`config.mk`:
```
export PLATFORM = sky130hd
export DESIGN_NAME = acc_frame_fifo
export DESIGN_NICKNAME = d
export VERILOG_FILES = /design/src/rtl/acc_frame_fifo.sv
export SDC_FILE = /design/constraint.sdc
export NUM_CORES = 1
export LEC_CHECK = 0
export ABC_AREA = 1
export BUFFER_PORTS_ARGS = -buffer_cell sky130_fd_sc_hd__buf_2
export CORE_UTILIZATION = 36
export DETAILED_ROUTE_END_ITERATION = 6
export GPL_TIMING_DRIVEN = 0
export SYNTH_ARGS = -nofsm -noshare
export SYNTH_HDL_FRONTEND = slang
export SYNTH_SLANG_ARGS = --single-unit
```
`constraint.sdc`:
```
create_clock -name clk -period 2.4 [get_ports clk]
set_clock_uncertainty 0.2 [all_clocks]
set_input_delay 0 -clock clk [delete_from_list [all_inputs] [get_ports clk]]
set_output_delay 0 -clock clk [all_outputs]
set_load 0.05 [all_outputs]
```
`src/rtl/acc_frame_fifo.sv`:
```
`default_nettype none
// ============================================================================
//  Module   : acc_frame_fifo
//  Brief    : Synchronous FIFO buffering completed accumulator frame sums.
//             A push into a full FIFO with no simultaneous pop is dropped.
//             Every drop sets a sticky overflow flag and bumps a saturating
//             8-bit drop counter.
//             The head entry is shown on out_data, which is forced to zero
//             while the FIFO is empty.
//  Options  : ACC_FRAME_AVG_EN - when defined, each entry is stored as
//             in_sum >> 3 (mean of an 8-sample frame), zero-extended.
//  Revision : 1.0 - initial release
// ============================================================================
module acc_frame_fifo #(
    parameter int DEPTH = 4,
    parameter int DW    = 13
) (
    input  logic                     clk,
    input  logic                     reset,
    input  logic                     in_valid,
    input  logic [DW-1:0]            in_sum,
    input  logic                     out_ready,
    output logic                     out_valid,
    output logic [DW-1:0]            out_data,
    output logic [$clog2(DEPTH):0]   count,
    output logic                     full,
    output logic                     empty,
    output logic                     overflow,
    output logic [7:0]               drop_cnt
);

    // Pointer width; occupancy needs one extra bit to represent DEPTH itself.
    localparam int AW = $clog2(DEPTH);
    localparam int CW = AW + 1;

    localparam logic [CW-1:0] c_FULL_COUNT = CW'(DEPTH);
    localparam logic [7:0]    c_DROP_MAX   = 8'hFF;

    logic [DW-1:0] r_mem [DEPTH];
    logic [AW-1:0] r_wr_ptr;
    logic [AW-1:0] r_rd_ptr;
    logic [CW-1:0] r_count;
    logic          r_overflow;
    logic [7:0]    r_drop_cnt;

    logic          w_full;
    logic          w_empty;
    logic          w_push;
    logic          w_pop;
    logic          w_drop;
    logic [DW-1:0] w_wdata;

    // Entry transform: either the raw frame sum or its 8-sample average.
`ifdef ACC_FRAME_AVG_EN
    assign w_wdata = in_sum >> 3;
    // The three discarded LSBs are intentionally unused in this build.
    logic w_unused_lsbs;
    assign w_unused_lsbs = &{1'b0, in_sum[2:0]};
`else
    assign w_wdata = in_sum;
`endif

    // Status decoded from occupancy.
    assign w_full  = (r_count == c_FULL_COUNT);
    assign w_empty = (r_count == '0);

    // Handshakes. A pop frees a slot, so a push is accepted even when full
    // if the head leaves in the same cycle. Otherwise a full FIFO drops.
    assign w_pop  = !w_empty && out_ready;
    assign w_push = in_valid && (!w_full || w_pop);
    assign w_drop = in_valid && w_full && !w_pop;

    // Storage array: no reset needed, stale contents are masked by empty.
    always_ff @(posedge clk) begin
        if (!reset && w_push) begin
            r_mem[r_wr_ptr] <= w_wdata;
        end
    end

    // Pointers wrap naturally because DEPTH is a power of two.
    always_ff @(posedge clk) begin
        if (reset) begin
            r_wr_ptr <= '0;
            r_rd_ptr <= '0;
        end else begin
            if (w_push) begin
                r_wr_ptr <= r_wr_ptr + AW'(1);
            end
            if (w_pop) begin
                r_rd_ptr <= r_rd_ptr + AW'(1);
            end
        end
    end

    // Occupancy: a simultaneous push and pop leaves the count unchanged.
    always_ff @(posedge clk) begin
        if (reset) begin
            r_count <= '0;
        end else begin
            case ({w_push, w_pop})
                2'b10:   r_count <= r_count + CW'(1);
                2'b01:   r_count <= r_count - CW'(1);
                default: r_count <= r_count;
            endcase
        end
    end

    // Drop bookkeeping: sticky flag plus an 8-bit counter that saturates.
    always_ff @(posedge clk) begin
        if (reset) begin
            r_overflow <= 1'b0;
            r_drop_cnt <= '0;
        end else if (w_drop) begin
            r_overflow <= 1'b1;
            if (r_drop_cnt != c_DROP_MAX) begin
                r_drop_cnt <= r_drop_cnt + 8'd1;
            end
        end
    end

    // Output view. The head is read from storage only, never from in_sum,
    // so there is no same-cycle bypass. It is held while out_ready is low.
    assign out_valid = !w_empty;
    assign out_data  = w_empty ? '0 : r_mem[r_rd_ptr];
    assign count     = r_count;
    assign full      = w_full;
    assign empty     = w_empty;
    assign overflow  = r_overflow;
    assign drop_cnt  = r_drop_cnt;

endmodule
`default_nettype wire

```
## Word-level counts from Yosys, hierarchy flattened

Memories as Yosys holds them, arrays and structs flattened. A register that Yosys moved wholly into a read port is not among the register bits.
Cells that the tools add are included.

| storage, ports and cells | value |
|---|---|
| RAM bits | 52 |
| memories kept | 1 |
| output and inout port bits | 28 |
| logic and storage cells | 34 |
| flip-flop bits (word level) | 16 |

Memory list:

| memory | words | bits a word | rd ports | clocked after Yosys merged registers in | write ports | line | RTL |
|---|---|---|---|---|---|---|---|
| r_mem | 4 | 13 | 1 | 1 | 1 | 39 | `logic [DW-1:0] r_mem [DEPTH];` |

| operators by class | value |
|---|---|
| reductions and logical operators | 13 |
| equal/unequal tests | 4 |
| $add $sub $neg | 5 |
| muxes and demuxes | 6 |

Operators by type and width:

| operator | count |
|---|---|
| $mux W13 | 1 |
| $add A8 B1 Y8 const B | 1 |
| $ne A8 B8 Y1 const B | 1 |
| $pmux W3 S2 | 1 |
| $logic_and A1 B1 Y1 | 5 |
| $add A2 B1 Y2 const B | 2 |
| $logic_not A1 Y1 | 4 |
| $mux W2 | 2 |
| $add A3 B1 Y3 const B | 1 |
| $eq A3 B3 Y1 const B | 1 |
| $logic_not A3 Y1 | 1 |
| $sub A3 B1 Y3 const B | 1 |
| $eq A2 B1 Y1 const B | 1 |
| $eq A2 B2 Y1 const B | 1 |
| $mux W1 | 2 |
| $reduce_and A2 Y1 | 1 |
| $reduce_bool A2 Y1 | 1 |
| $logic_or A1 B1 Y1 | 1 |

## Longest topological paths before layout

Gate-level depths: netlist (run 1).

| depth | value |
|---|---|
| depth in word-level cells | 8 |
| depth in mapped cells | 11 |
| gate-level depth less buffers | 11 |

## Worst setup path after synthesis (run 1)

OpenSTA, ideal clock, no wires.

| path | value |
|---|---|
| kind | reg-to-output |
| start point | reg r_count[2], in the netlist count[2] |
| end point | out out_data[10] |
| cell stages (with the launch flop) | 6 |
| buffers on the path | 1 |
| data required time | 2200 ps |
| path slack | -65 ps |
| arrival | 2265 ps |
| cell sequence | dfxtp_1 > inv_2 > nand2_2 > inv_1 > buf_2 > a21oi_1 |

| on the way | value |
|---|---|
| longest elaborated chain between the ends | 2 |

RTL lines:

| what | line | RTL |
|---|---|---|
| from (decl) | 42 | `logic [CW-1:0] r_count;` |
| from (signal assigned) | 101 | `2'b10: r_count <= r_count + CW'(1);` |
| from (signal assigned) | 102 | `2'b01: r_count <= r_count - CW'(1);` |
| from (signal assigned) | 103 | `default: r_count <= r_count;` |
| $logic_not A3 Y1 | 65 | `assign w_empty = (r_count == '0);` |
| net empty | 27 | `output logic empty,` |
| $mux W13 | 124 | `assign out_data = w_empty ? '0 : r_mem[r_rd_ptr];` |
| to (decl) | 24 | `output logic [DW-1:0] out_data,` |

The timed path passes the listed nets, and every way through them passes these cells.

## Worst setup path after layout (run 1)

| path | value |
|---|---|
| start point | in reset |
| end point | mem r_mem[0][1] (enable) |

| on the way | value |
|---|---|
| longest elaborated chain between the ends | 4 |

RTL lines:

| what | line | RTL |
|---|---|---|
| from (decl) | 19 | `input logic reset,` |
| $logic_not A1 Y1 | 75 | `if (!reset && w_push) begin` |
| $logic_and A1 B1 Y1 | 75 |  |
| $mux W1 | 75 |  |
| $mux W1 (not written as such) | 76 | `r_mem[r_wr_ptr] <= w_wdata;` |
| to (decl) | 39 |  |

Every way passes these cells.

==> flow_summary.yaml, run 1 <==
status:
  status: "finished, final reports clean"
setup_path:
  worstRegToRegCells: 4
  crit_path_max_fanout: 13
  regToRegEndpoint: "r_mem[0][1]"
  timing.rr.start: "count[1]"
  cp-end-kind: "flip-flop"
  startpoint_type: "primary input"
  crit_type: "in -> reg"
  r2r_slack_ps: 110
  required_ps: 2150
  arrival_ps: 2070
detailed_routing:
  dr.pass1.iters: 4
  post-route-drc-count: 0
  drt_iter0_drc: 86
  avgViaCountPerCell: 4.78
  drtAntennaViolNets: 0
  routedWlPerCell_um: 13.4
  vias: 2276
  wl_um: 6360
run:
  maxCapViolations: 0
logic_synthesis:
  ys_seq_elements: 70
  synthesis.nets: 317
  syn_area_um2: 3040
  synthDistinctLibCells: 28
  netlist_instances: 294
  syn_area_per_cell_um2: 10.4
  ys_warn_count: 0
  synth-seq-area-share_pct: 63.1
clocking:
  numCtsBuffers: 9
  cts_buffer_depth: 2
  htree_levels: 3
  worstSkewPairLatency_ps: 330
  root_buffer: "clkbuf_8"
  cts_tree: "yes"
  clk_pin_slew_worst_paths_ps: 80
  clock_sinks: 70
floorplanning:
  fp.dieArea_um2: 8830
  initial_core_util_pct: 37.0
  fp.coreArea_um2: 8220
  die_x_um: 94.0
  io_pins: 45
  rows: 33
  die_h_um: 94.0
power_and_ir_drop:
  ir_drop_mv: 0.681
  sw_frac_of_total_pct: 37.8
  p_sw_mw: 1.27
  p_seq_share_pct: 41.6
  p_leak_nw: 1.50
  comb_power_share_pct: 30.4
  power.density_nw_per_um2: 888
  p_int_mw: 2.08
  p_clk_share_pct: 28.1
global_routing:
  grt_pass1_wl_um: 10400
  grt_usage_pct: 15.7
  grt_overflow: 0
  grt_antenna_before_repair: 0
  grt_pass1_vias: 2157
  grt_max_degree: 14
placed_design:
  dp_hpwl_um: 4090
  post-place-ws_ps: 47.8
  dp.cells: 442
  place_congestion: 0.768
  portBuffers: 43
sta:
  max_freq_mhz: 430
  fin_ws_ps: 76.5
  worst_pin_slew_ps: 1210
  slew-limit-headroom_pct: 18.9
  period_needed_ps: 2320
  setup_viol: 0
  finalHoldViolCount: 0
  rsz0062_at_grt: "yes"
  hold_slack_ps: 206
  layout_worst_path_cycle_share_pct: 96.8
  setup_tns_ps: 0
  slew_violations: 0
worst_hold_path:
  hold_path_class: "in -> reg"
  min_from: "in_sum[9]"
  hold-path-endpoint: "r_mem[1][9]"
  hold_depth: 2
layout:
  syn2layout_area_growth_pct: 23.8
  diodes: 0
  fin_nets: 389
  final_layout_size_suffix_gt1_share_pct: 23.5
  final_core_util_pct: 45.9
  final-instance-count-excl-fill: 476
  fill_cells: 768
==> cells in the mapped netlist (all sizes together) <==
library cell | n | share of area, %
nand4 | 6 | 1.7
nand2 | 33 | 4.6
nand3 | 14 | 2.8
xor2 | 2 | 0.58
a21oi | 26 | 4.3
xnor2 | 2 | 0.58
o21a | 1 | 0.25
inv | 25 | 3.1
a21boi | 1 | 0.25
clkbuf | 4 | 0.53
buf | 5 | 0.90
fa | 1 | 0.66
nor2 | 67 | 9.3
dfxtp | 18 | 12
clkinv | 1 | 0.12
o21ai | 31 | 5.1
ha | 5 | 2.1
edfxtp | 52 | 51
==> critical path, stage by stage <==
cell and delay, ps:
dlygate4sd3_1 530, buf_2 180, clkinv_1 190, nand3_1 210, nor2_1 960
==> cell type report <==
class	instances	area (um2)	area share, %
Buffer	9	43.8	1.16
Timing Repair Buffer	61	395	10.5
Multi-Input combinational cell	189	983	26.1
Inverter	26	97.6	2.59
Clock inverter	7	72.6	1.92
Clock buffer	9	124	3.29
Sequential cell	70	1920	51.0
Tap cell	105	131	3.48
==> worst max-delay path by stage <==
stage	from	end	slack (ps)	cells after the start
6_report	reset	r_mem[0][1]	80	5
5_1_grt	reset	r_mem[3][1]	-60	5
4_1_cts	reset	r_mem[0][1]	10	5
3_5_place_dp	count[1]	r_mem[0][12]	50	4
3_3_place_gp	count[1]	r_mem[1][6]	80	4
2_1_floorplan	count[2]	out_data[10]	-60	5
==> timing repair <==
item	CTS	global route
endpoints found under the hold margin	70	0
hold buffers	18	0
buffers inserted	0	0
gates resized for setup	0	1
setup endpoints to repair	0	52
==> per-layer routing <==
layer	up-vias	GRT usage, %	part of all wire [%]
met5	-	0	0
li1	1143	-	-
met3	8	4.05	5.1
met4	0	4.36	1.1
met1	1045	19.9	46
met2	80	26.3	47
==> power groups by stage <==
stage | Combinational (mW) | Sequential (mW) | Clock (mW)
2_1_floorplan | 0.706 | 1.46 | 0
3_3_place_gp | 0.990 | 1.42 | 0
3_5_place_dp | 0.999 | 1.42 | 0
4_1_cts | 1.02 | 1.39 | 0.969
5_1_grt | 1.10 | 1.40 | 1.00
6_report | 1.02 | 1.39 | 0.940
==> logic make-up (layout without fill, tap and decap cells) <==
kind of cell | Yosys count | in the layout | share of synthesized area (%)
simple gates | 120 | 120 | 18.5
flops | 70 | 70 | 63.1
fa+ha+maj | 6 | 6 | 2.71
xor+xnor | 4 | 4 | 1.15
buf+inv | 35 | 112 | 4.64
compound gates | 59 | 59 | 9.86
==> metrics by stage <==
| step | instance area [um2] | total power [mW] |
|---|---|---|
| finish | 3770 | 3.35 |
| global route | 3770 | 3.50 |
| floorplan | 3040 | 2.17 |
| global placement | 3390 | 2.41 |
| detailed placement | 3390 | 2.42 |
| CTS | 3770 | 3.39 |
==> placed cells by master, fill, tap and decap left out <==
cell type / n
a21boi_1: 1
a21oi_1: 26
buf_2: 47
buf_4: 1
bufinv_16: 1
clkbuf_1: 3
clkbuf_2: 1
clkbuf_8: 9
clkinv_1: 2
clkinv_2: 1
clkinv_4: 1
clkinvlp_4: 1
dfxtp_1: 18
dlygate4sd3_1: 18
edfxtp_1: 52
fa_1: 1
ha_1: 5
inv_1: 17
inv_2: 8
inv_6: 2
nand2_1: 28
nand2_2: 4
nand2_4: 1
nand3_1: 11
nand3_2: 3
nand4_1: 5
nand4_4: 1
nor2_1: 61
nor2_2: 2
nor2_4: 4
o21a_1: 1
o21ai_0: 30
o21ai_1: 1
xnor2_1: 2
xor2_1: 2
==> registers in the layout (all words and copies together) (netlist names), named ones only <==
register and cells:
count 3, drop_cnt 8, overflow 1, r_mem 52
r_rd_ptr 2, r_wr_ptr 2
Power figures use the tool's default switching activity.
==> inputs of run 2 (changes only) <==
- clock period: 2.4 -> 2.7 ns (I/O delays scaled with it)
==> run 2 against run 1 <==
Net effect: sequential share of layout area about the same; worst setup slack improved by 290 ps; via count increased by 0.31%; count of clock-buffer cells in the layout unchanged; core utilization about the same; clock power decreased by 11%; design area about the same; worst hold slack about the same; non-clock buffer count unchanged; die area unchanged; critical endpoint is now r_mem[1][1]; largest cell class unchanged; largest power group unchanged.
==> flow_summary.yaml, run 2 (synthesis gave the netlist of run 1 again) <==
layout:
  fill_cells: 768
  largest_reg_flops: 52
  final-instance-count-excl-fill: 476
  diodes: 0
  regMostFlops: "r_mem"
  final_layout_size_suffix_gt1_share_pct: 23.2
  syn2layout_area_growth_pct: 23.8
  final_common_cell: "nor2_1"
  multiInputGateArea_um2: 981
  fin_nets: 389
  seq_area_um2: 1920
  final_cell_mix: "62 x nor2_1, 52 x edfxtp_1, 47 x buf_2, 30 x o21ai_0, 28 x nand2_1"
floorplanning:
  die_x_um: 94.0
  io_pins: 45
  die_h_um: 94.0
  rows: 33
  fp.coreArea_um2: 8220
  fp.dieArea_um2: 8830
  initial_core_util_pct: 37.0
clocking:
  clock_sinks: 70
  root_buffer: "clkbuf_8"
  cts_buffer_depth: 2
  numCtsBuffers: 9
  cts_tree: "yes"
  worstSkewPairLatency_ps: 330
  htree_levels: 3
  post_cts_buffers: 0
  clk_pin_slew_worst_paths_ps: 80
power_and_ir_drop:
  power.density_nw_per_um2: 791
  p_int_mw: 1.85
  ir_drop_mv: 0.605
  sw_frac_of_total_pct: 37.8
  p_clk_share_pct: 28.1
  p_seq_share_pct: 41.5
  p_sw_mw: 1.13
  p_total_mw: 2.98
  p_leak_nw: 1.50
  comb_power_share_pct: 30.4
setup_path:
  required_ps: 2450
  crit_type: "in -> reg"
  cp-end-kind: "flip-flop"
  arrival_ps: 2080
  startpoint_type: "primary input"
  crit_path_max_fanout: 13
  worstRegToRegCells: 4
sta:
  setup_tns_ps: 0
  rsz0062_at_grt: "no"
  max_freq_mhz: 429
  slew-limit-headroom_pct: 15.9
  slew_violations: 0
  worst_pin_slew_ps: 1260
  setup_viol: 0
  finalHoldViolCount: 0
  period_needed_ps: 2330
  layout_worst_path_cycle_share_pct: 86.4
global_routing:
  grt_max_degree: 14
  grt_antenna_before_repair: 0
  grt_pass1_vias: 2157
  grt_overflow: 0
  grt_pass1_wl_um: 10400
  grt_usage_pct: 15.7
detailed_routing:
  avgViaCountPerCell: 4.80
  drt_iter0_drc: 84
  post-route-drc-count: 0
  drtAntennaViolNets: 0
  vias: 2283
  routedWlPerCell_um: 13.4
  dr.pass1.iters: 4
  wl_um: 6380
worst_hold_path:
  hold_depth: 2
  hold_path_class: "in -> reg"
placed_design:
  dp.cells: 442
  place_congestion: 0.768
  portBuffers: 43
  dp_hpwl_um: 4090
run:
  maxCapViolations: 0
status:
  status: "finished, final reports clean"
==> run 2: power groups by stage <==
stage / Sequential [mW] / Clock (mW) / Combinational [mW]
2_1_floorplan: 1.30 / 0 / 0.628
3_3_place_gp: 1.26 / 0 / 0.880
3_5_place_dp: 1.26 / 0 / 0.888
4_1_cts: 1.24 / 0.861 / 0.911
5_1_grt: 1.24 / 0.892 / 0.975
6_report: 1.24 / 0.837 / 0.905
==> run 2: final cells by class <==
class                      instances  share of cell area, %
sequential                        70                   51.0
multi-input combinational        189                   26.0
buffer                             9                   1.16
clock inverter                     7                   1.93
timing repair buffer              61                   10.5
inverter                          26                   2.59
tap                              105                   3.49
clock buffer                       9                   3.29
==> run 2: per-layer routing <==
metal | track usage [%] | vias up | part of all wire, %
li1 | - | 1142 | -
met1 | 19.9 | 1046 | 46
met2 | 26.3 | 87 | 47
met3 | 4.05 | 8 | 5.9
met4 | 4.36 | 0 | 1.1
met5 | 0 | - | 0
==> run 2: final timing paths <==
kind         slack, ps      start           to
max                370      reset  r_mem[1][1]
min                210  in_sum[9]  r_mem[1][9]
max reg2reg        400   count[1]  r_mem[1][1]
min reg2reg        270   overflow     overflow
==> run 2: per-stage QoR <==
| step | cell area (um2) | hold slack, ps | utilization, % | setup WS, ps |
|---|---|---|---|---|
| floorplan | 3040 | -101 | - | 235 |
| global placement | 3390 | 22.8 | 41.3 | 376 |
| detailed placement | 3390 | 25.9 | 41.3 | 348 |
| CTS | 3770 | 198 | 45.9 | 314 |
| global route | 3770 | 215 | 45.9 | 229 |
| finish | 3770 | 206 | 45.9 | 368 |
==> run 2: critical path: stages <==
cell           delay (ps)
dlygate4sd3_1         530
buf_2                 180
clkinv_1              190
nand3_1               190
nor2_1                980
==> run 2: timing repair <==
action / in CTS / in global routing
endpoints found under the hold margin: 70 / 0
hold buffers: 18 / 0
resized for setup: 0 / 0
